==> config.mk <==
export PLATFORM = sky130hd
export DESIGN_NAME = cmp_seq_flat
export DESIGN_NICKNAME = d
export VERILOG_FILES = /design/src/rtl/cmp_pkg.sv /design/src/rtl/cmp_seq_if.sv /design/src/rtl/cmp_chunk.sv /design/src/rtl/cmp_seq.sv /design/src/flat_wrapper.sv
export SDC_FILE = /design/constraint.sdc
export NUM_CORES = 1
export LEC_CHECK = 0
export BUFFER_PORTS_ARGS = -buffer_cell sky130_fd_sc_hd__buf_2
export CORE_AREA = 4 4 81 83
export CTS_CLUSTER_DIAMETER = 50
export CTS_CLUSTER_SIZE = 10
export DETAILED_ROUTE_END_ITERATION = 10
export DIE_AREA = 0 0 85 87
export HOLD_SLACK_MARGIN = 0.12
export PLACE_DENSITY = 0.5
export SYNTH_ARGS = -nofsm -noshare
export SYNTH_HDL_FRONTEND = slang
export SYNTH_SLANG_ARGS = --single-unit
==> constraint.sdc <==
create_clock -name clk -period 2.8 [get_ports clk]
set_input_delay 0.56 -clock clk [delete_from_list [all_inputs] [get_ports clk]]
set_output_delay 0.56 -clock clk [all_outputs]
set_load 0.05 [all_outputs]
==> src/rtl/cmp_pkg.sv <==
// Shared types and constants for the sequential magnitude comparator.
// Result vectors are one-hot {eq, gr, le}; RES_NONE is the cleared state.
package cmp_pkg;

  typedef enum logic {
    IDLE = 1'b0,
    RUN  = 1'b1
  } state_t;

  typedef logic [2:0] res_t;

  localparam res_t RES_NONE = 3'b000;
  localparam res_t RES_EQ   = 3'b100;
  localparam res_t RES_GR   = 3'b010;
  localparam res_t RES_LE   = 3'b001;

  function automatic int idx_w(input int nchunk);
    return (nchunk > 1) ? $clog2(nchunk) : 1;
  endfunction

endpackage

==> src/rtl/cmp_seq_if.sv <==
// Start/busy/done handshake and operand/result bundle for cmp_seq.
interface cmp_seq_if #(
  parameter int WIDTH = 16
);
  logic             start;
  logic             signed_mode;
  logic [WIDTH-1:0] a;
  logic [WIDTH-1:0] b;
  logic             busy;
  logic             done;
  logic             eq;
  logic             gr;
  logic             le;

  modport master (
    output start, signed_mode, a, b,
    input  busy, done, eq, gr, le
  );

  modport slave (
    input  start, signed_mode, a, b,
    output busy, done, eq, gr, le
  );
endinterface

==> src/rtl/cmp_chunk.sv <==
// Combinational unsigned magnitude comparator for one CHUNK-bit slice.
module cmp_chunk #(
  parameter int CHUNK = 4
) (
  input  logic [CHUNK-1:0] a,
  input  logic [CHUNK-1:0] b,
  output logic             eq,
  output logic             gr,
  output logic             le
);

  assign eq = (a == b);
  assign gr = (a > b);
  assign le = (a < b);

endmodule

==> src/rtl/cmp_seq.sv <==
// Sequential MSB-first magnitude comparator: one CHUNK-bit slice per clock,
// unsigned or two's-complement, terminating on the first differing slice.
module cmp_seq
  import cmp_pkg::*;
#(
  parameter int WIDTH = 16,
  parameter int CHUNK = 4
) (
  input logic       clk,
  input logic       rst_n,
  cmp_seq_if.slave  bus
);

  localparam int NCHUNK = WIDTH / CHUNK;
  localparam int IW     = idx_w(NCHUNK);
  localparam logic [IW-1:0] IDX_TOP = IW'(NCHUNK - 1);

  if (WIDTH < 1 || CHUNK < 1 || (WIDTH % CHUNK) != 0) begin : g_bad_param
    $error("cmp_seq: WIDTH must be a positive multiple of CHUNK");
  end

  state_t           state_q, state_d;
  logic [IW-1:0]    idx_q, idx_d;
  logic [WIDTH-1:0] a_q, a_d;
  logic [WIDTH-1:0] b_q, b_d;
  logic             sm_q, sm_d;
  res_t             res_q, res_d;
  logic             busy_q, busy_d;
  logic             done_q, done_d;

  logic [CHUNK-1:0] sl_a, sl_b;
  logic             c_eq, c_gr, c_le;

  // Flipping both sign bits on the top slice maps two's-complement order
  // onto unsigned order, so one unsigned slice comparator serves both modes.
  always_comb begin
    sl_a = a_q[int'(idx_q) * CHUNK +: CHUNK];
    sl_b = b_q[int'(idx_q) * CHUNK +: CHUNK];
    if (sm_q && idx_q == IDX_TOP) begin
      sl_a[CHUNK-1] = ~sl_a[CHUNK-1];
      sl_b[CHUNK-1] = ~sl_b[CHUNK-1];
    end
  end

  cmp_chunk #(
    .CHUNK (CHUNK)
  ) u_chunk (
    .a  (sl_a),
    .b  (sl_b),
    .eq (c_eq),
    .gr (c_gr),
    .le (c_le)
  );

  always_comb begin
    state_d = state_q;
    idx_d   = idx_q;
    a_d     = a_q;
    b_d     = b_q;
    sm_d    = sm_q;
    res_d   = res_q;
    busy_d  = busy_q;
    done_d  = 1'b0;

    unique case (state_q)
      IDLE: begin
        if (bus.start) begin
          a_d     = bus.a;
          b_d     = bus.b;
          sm_d    = bus.signed_mode;
          idx_d   = IDX_TOP;
          res_d   = RES_NONE;
          busy_d  = 1'b1;
          state_d = RUN;
        end
      end
      RUN: begin
        if (c_gr || c_le || (c_eq && idx_q == '0)) begin
          res_d   = c_gr ? RES_GR : (c_le ? RES_LE : RES_EQ);
          done_d  = 1'b1;
          busy_d  = 1'b0;
          state_d = IDLE;
        end else begin
          idx_d = idx_q - IW'(1);
        end
      end
      default: state_d = IDLE;
    endcase
  end

  always_ff @(posedge clk or negedge rst_n) begin
    if (!rst_n) begin
      state_q <= IDLE;
      idx_q   <= IDX_TOP;
      a_q     <= '0;
      b_q     <= '0;
      sm_q    <= 1'b0;
      res_q   <= RES_NONE;
      busy_q  <= 1'b0;
      done_q  <= 1'b0;
    end else begin
      state_q <= state_d;
      idx_q   <= idx_d;
      a_q     <= a_d;
      b_q     <= b_d;
      sm_q    <= sm_d;
      res_q   <= res_d;
      busy_q  <= busy_d;
      done_q  <= done_d;
    end
  end

  assign bus.busy = busy_q;
  assign bus.done = done_q;
  assign bus.eq   = res_q[2];
  assign bus.gr   = res_q[1];
  assign bus.le   = res_q[0];

endmodule

==> src/flat_wrapper.sv <==
// flat-port wrapper written by rule: the top's interface ports become plain ports
module cmp_seq_flat import cmp_pkg::*;
#(
  parameter int WIDTH = 16,
  parameter int CHUNK = 4
)
  (clk, rst_n, bus_start, bus_signed_mode, bus_a, bus_b, bus_busy, bus_done, bus_eq, bus_gr, bus_le);
  cmp_seq_if #(.WIDTH(WIDTH)) bus_i ();
  input logic clk;
  input logic rst_n;
  input wire logic [$bits(bus_i.start)-1:0] bus_start;
  input wire logic [$bits(bus_i.signed_mode)-1:0] bus_signed_mode;
  input wire logic [$bits(bus_i.a)-1:0] bus_a;
  input wire logic [$bits(bus_i.b)-1:0] bus_b;
  output wire logic [$bits(bus_i.busy)-1:0] bus_busy;
  output wire logic [$bits(bus_i.done)-1:0] bus_done;
  output wire logic [$bits(bus_i.eq)-1:0] bus_eq;
  output wire logic [$bits(bus_i.gr)-1:0] bus_gr;
  output wire logic [$bits(bus_i.le)-1:0] bus_le;
  assign bus_i.start = bus_start;
  assign bus_i.signed_mode = bus_signed_mode;
  assign bus_i.a = bus_a;
  assign bus_i.b = bus_b;
  assign bus_busy = bus_i.busy;
  assign bus_done = bus_i.done;
  assign bus_eq = bus_i.eq;
  assign bus_gr = bus_i.gr;
  assign bus_le = bus_i.le;
  cmp_seq #(.WIDTH(WIDTH), .CHUNK(CHUNK)) u_core (.clk(clk), .rst_n(rst_n), .bus(bus_i));
endmodule
# After elaboration in Yosys (flattened, before gate mapping)
# Index checks and enable logic that the tools add are counted.
[classes]
add_sub_neg = 1
n_lt_le_gt_ge = 2
n_eq_ne = 5
shifts = 2
mux = 18
bitwise_logic = 3
reduce_logical = 8
[op_table]
columns = ["operator", "n"]
rows = [
  ["$shiftx 16x5->4", 2],
  ["$mux 3", 4],
  ["$mux 1", 8],
  ["$ne 2x2->1 const B", 3],
  ["$pmux 3 s2", 1],
  ["$reduce_and 2->1", 3],
  ["$eq 4x4->1", 1],
  ["$gt 4x4->1", 1],
  ["$lt 4x4->1", 1],
  ["$mux 2", 2],
  ["$pmux 1 s2", 2],
  ["$pmux 2 s2", 1],
  ["$not 1->1", 3],
  ["$eq 2x2->1 const B", 1],
  ["$logic_and 1x1->1", 2],
  ["$logic_not 2->1", 1],
  ["$logic_or 1x1->1", 2],
  ["$sub 2x1->2 const B", 1],
]
[word_totals]
ff_bits = 41
in_bits = 36
output_inout_bits = 5
word_cells = 47

# Longest topological paths before layout
[logic_depth]
ltp_word = 8
mapped_depth = 8
depth_no_buf = 8

# Cells and area by module
# From an unflattened synthesis, not the netlist that was laid out.
[hier_totals]
hier_cells = 205
hier_area_um2 = 1984.4
[modules_own_cells]
columns = ["mod", "n_inst", "cells_per_inst", "area_per_inst_um2"]
rows = [
  ["cmp_seq", 1, 189, 1855.5],
  ["cmp_chunk", 1, 16, 128.9],
]

# Worst setup path before layout
# Ideal clock, no wire load.
[synth_path]
path_kind = "reg-to-reg"
startpoint = "reg u_core.idx_q[0]"
endpoint = "reg u_core.idx_q[0]"
t_arrival_ps = 2251
setup_slack_ps = 458
stages_incl_launch_ff = 9
n_path_buf = 1
period_less_slack_ps = 2342
path_cell_list = "dfstp_2 buf_6 mux4_2 xor2_1 ha_1 nand4_2 nor3_4 nor2_1 o31ai_1"
[synth_via]
elab_chain_cells = 8
word_cells_on_any_way = 20
classes_between = "add/sub (1); order compare (2); eq/ne (3); shift (2); mux (4); bitwise (2); reduce/logical (6)"
[synth_rtl]
columns = ["element", "line", "source"]
rows = [
  ["start, declared", "cmp_seq.sv:23", "logic [IW-1:0] idx_q, idx_d;"],
  ["start signal, assigned", "cmp_seq.sv:103", "idx_q <= idx_d;"],
  ["$shiftx 16x5->4 (tied with other cells)", "cmp_seq.sv:37", "sl_a = a_q[int'(idx_q) * CHUNK +: CHUNK];"],
  ["$not 1->1 (tied with other cells)", "cmp_seq.sv:40", "sl_a[CHUNK-1] = ~sl_a[CHUNK-1];"],
  ["$mux 1", "cmp_seq.sv:39", "if (sm_q && idx_q == IDX_TOP) begin"],
  ["$gt 4x4->1 (tied with other cells)", "cmp_chunk.sv:13", "assign gr = (a > b);"],
  ["$logic_or 1x1->1 or $logic_and 1x1->1 (tied branches)", "cmp_seq.sv:78", "if (c_gr || c_le || (c_eq && idx_q == '0)) begin"],
  ["$logic_or 1x1->1", "cmp_seq.sv:78", ""],
  ["$ne 2x2->1 (no line)", "n/a", ""],
  ["$reduce_and 2->1 (no line)", "n/a", ""],
]
# Parallel ways exist; a longest one is shown, timed or not. The select of a mux whose other input is x is not followed.
# A chain may end at the register's enable or synchronous reset.

# Final worst setup path
# Same ends and word-level chain as after synthesis.

==> out/results.txt <==
In the final timing run, aggregate negative setup slack is 0 ps. Once placement completed, the tool counted placed cells totaling 313. The number of global-route vias before repair was 1441. By instance count, the leading cell after synthesis is nand2_1. Fraction of the yosys area taken by sequential cells: 0.520. Proportion of layout cells with a drive suffix above 1: 0.244.

The worst setup path is launched from a register. For the DRC violation count after routing, the log shows 0. After layout, the minimum clock period comes to 2610 ps. The ratio of total power to cell area was 1110 mW/mm^2; the number of slew-limit violations in the final report was 0. Number of hold buffers added after CTS: 0. The pre-antenna-repair detailed-routing pass consisted of 4 iterations. The largest voltage drop on the vdd net was 0.436 mV; the slew at the pin closest to its max-slew limit was 893 ps. The area share of xor/xnor cells in the synthesized design is 0.00886, and the synthesized net count is 247.

Synthesis inferred 41 register bits. Once routing completed, OpenROAD measured the worst setup slack at 190 ps. Counting the buffers created by CTS gives 5.

Dividing the detail-routed via count by the number of cells gives 4.50. The tools report the clock latency reported for the late side of the worst-skew pair as 290 ps. Type of the worst min-delay path: in -> async. The tree built by TritonCTS fans out to 41 sinks. The final route contains 1445 vias. After clock tree synthesis, the clock-pin slew on the worst setup and hold paths is 80 ps. Setup repair after global routing left no endpoint under its margin. The biggest area contributor in the post-synthesis netlist is dfrtp_1.

The detail route stage leaves a number of antenna-violating nets equal to 0. The worst setup path is captured at a register. STA puts the critical path data required time at 3010 ps.

Once layout is complete, the cells apart from fillers number 321. The analysis attributes to cell leakage a power of 1.26 nW. Entering global routing, the biggest net connects 42 pins. During synthesis, Yosys emitted a total of 0 warnings.

In this run the tool buffered the top-level ports with 40 buffer cells. In the final layout, the multi-input gates occupy 857 um^2. Gates resized during post-CTS repair numbered 0. The cell area after technology mapping was 0.00198 mm^2; the arrival time of the worst setup path was 2820 ps. The setup slack after placement was 196 ps. TritonCTS built the clock tree. The initialized floorplan defines 28 standard-cell rows. The simple-gate share of the synthesized area is 0.248, and the overall power after layout is 0.00256 W. In the post-synthesis netlist, the biggest area contributors are dfrtp_1, nand2_1, mux4_1, mux4_2, ha_1. For the headroom to the max-slew limit, the log shows 0.405. In this run, synthesis inferred 0 flip-flops with an integrated enable. The combined global-route utilization of all metal layers is 0.120, and the synthesis-to-layout area growth is 17.1%.

The die height is 87 um, and the max-cap violation count is 0. The filler cell count in the final layout was 614; the average footprint of a synthesized cell was 9.64 um^2. 41 I/O pins were placed. For this block, the initial DRC count from the detailed router was 49. The post-CTS setup buffer count came out at 0.

The top fanout value on the critical path works out to 11. The H-tree generated during clock tree synthesis spans 2 levels. The logs give 2 for the maximum clock insertion buffer count and 383 MHz for the highest clock rate. The share of the synthesized area in the top cell type is 0.494. The routed design has 4.05 mm of wire.

The share of synthesized registers carrying an async set or reset works out to 1.00. The run finished with clean final reports. The final number of hold-violating endpoints was 0; the post-synthesis cell count was 205.

In the final routed layout, each cell accounts on average for 12.6 um. After global routing the overflow that remains totals 0. The tools report the total half-perimeter wirelength after legalization and detailed placement as 2.93 mm. For this run, the leading register cell type out of synthesis is dfrtp_1. The starting utilization of the core area was 0.338; the final estimated routing congestion in global placement was 0.760. The sequential cell area came out at 0.00103 mm^2. The final layout contains 287 nets.

Main combinational cell family by area after synthesis: simple AND/OR/NAND/NOR gates. The final design utilization is 0.396, and the setup clock skew after layout is 4.23 ps. The global-route wire length before repair was 6.91 mm; the number of distinct library cells after synthesis was 26.

The floorplan die width was 85 um. Counting instances in the post-synthesis netlist gives the leading cell types as nand2_1, dfrtp_1, inv_1. The critical path is of the reg -> reg type.

For the core region area, the log shows 0.00585 mm^2. Master cell of the clock root buffer: clkbuf_8. The proportion of synthesized area in mux cells is 0.0987, and the number of antenna violations at the first check in global routing is 0. The post-route fraction of the period consumed by the critical path was 0.932. The die area was 0.00740 mm^2; the arithmetic-cell share of the synthesized area counting full adders, half adders and majority gates was 0.0380. The repair_antennas step left the layout with diodes totalling 0. The setup-violating endpoint count in the final report was 0. The compound-gate portion of the synthesized area was 0.0386.
stage by stage:
step                      instance area (um^2)  hold slack [ps]
final                                     2310              385
after global routing                      2310              444
after CTS                                 2310              427
after detailed placement                  2230              456
after global placement                    2230              453
after floorplan                           1980              264
where the power goes:
| part | internal (W) | switching, W |
|---|---|---|
| Clock | 0.000173 | 0.000200 |
| Combinational | 0.000503 | 0.000641 |
| Sequential | 0.000859 | 0.000183 |
| Total | 0.00153 | 0.00102 |
cell type report:
type	instances	area share
flip-flops and latches	41	0.444
multi-input cells	146	0.370
repair buffers	43	0.0962
well taps	75	0.0405
clock buffers	6	0.0314
inverters	8	0.0130
clock inverters	2	0.00432
flip-flops by register name (all words and copies together) (netlist names):
| name | cells |
|---|---|
| u_core.idx_q | 2 |
| u_core.state_q | 1 |
| u_core.b_q | 16 |
| u_core.bus.busy | 1 |
| u_core.a_q | 16 |
| u_core.bus.done | 1 |
| u_core.sm_q | 1 |
| u_core.res_q | 3 |
layout by cell type (no fill, tap or decap), types with 3 or more instances in the layout:
master / count
mux4_2: 4
mux4_1: 4
clkbuf_8: 5
ha_1: 6
buf_2: 40
nand2_1: 106
inv_1: 8
a21oi_1: 3
dfrtp_1: 39
nor2_1: 6
o21ai_0: 3
buf_4: 3
final timing paths:
kind	from	end	slack (ps)	depth (start not counted)
max in group asynchronous	rst_n	u_core.b_q[15]$_DFFE_PN0P_	1850	1
min	rst_n	u_core.bus.busy$_DFFE_PN0P_	380	1
max reg2reg	u_core.idx_q[0]$_DFFE_PN1P_	u_core.idx_q[0]$_DFFE_PN1P_	190	7
min in group clk	bus_a[5]	u_core.a_q[5]$_DFFE_PN0P_	450	3
max	u_core.idx_q[0]$_DFFE_PN1P_	u_core.idx_q[0]$_DFFE_PN1P_	190	7
min reg2reg	u_core.b_q[5]$_DFFE_PN0P_	u_core.b_q[5]$_DFFE_PN0P_	470	2
logic make-up (layout without fill, tap and decap cells):
family / Yosys count / after routing
DFF: 41 / 41
AOI/OAI and AO/OA: 12 / 12
xor gates and xnor gates: 2 / 2
buffers and inverters: 18 / 59
adders and majority gates: 6 / 6
and+or+nand+nor: 118 / 118
muxes: 8 / 8
worst max-delay path: stages (launching register included):
cell and delay (ps):
dfstp_2 730, mux4_2 560, xor2_1 160, ha_1 320, nand4_2 190, nor3_4 230
nor2_1 90, o31ai_1 240
metal layers:
layer / vias to the layer above / track usage / share of wire
met5: - / 0 / 0
met4: 0 / 0.0388 / 0.013
met3: 6 / 0.0464 / 0.059
met2: 35 / 0.179 / 0.44
met1: 665 / 0.161 / 0.49
li1: 739 / - / -
(Power assumes the default switching activity.)
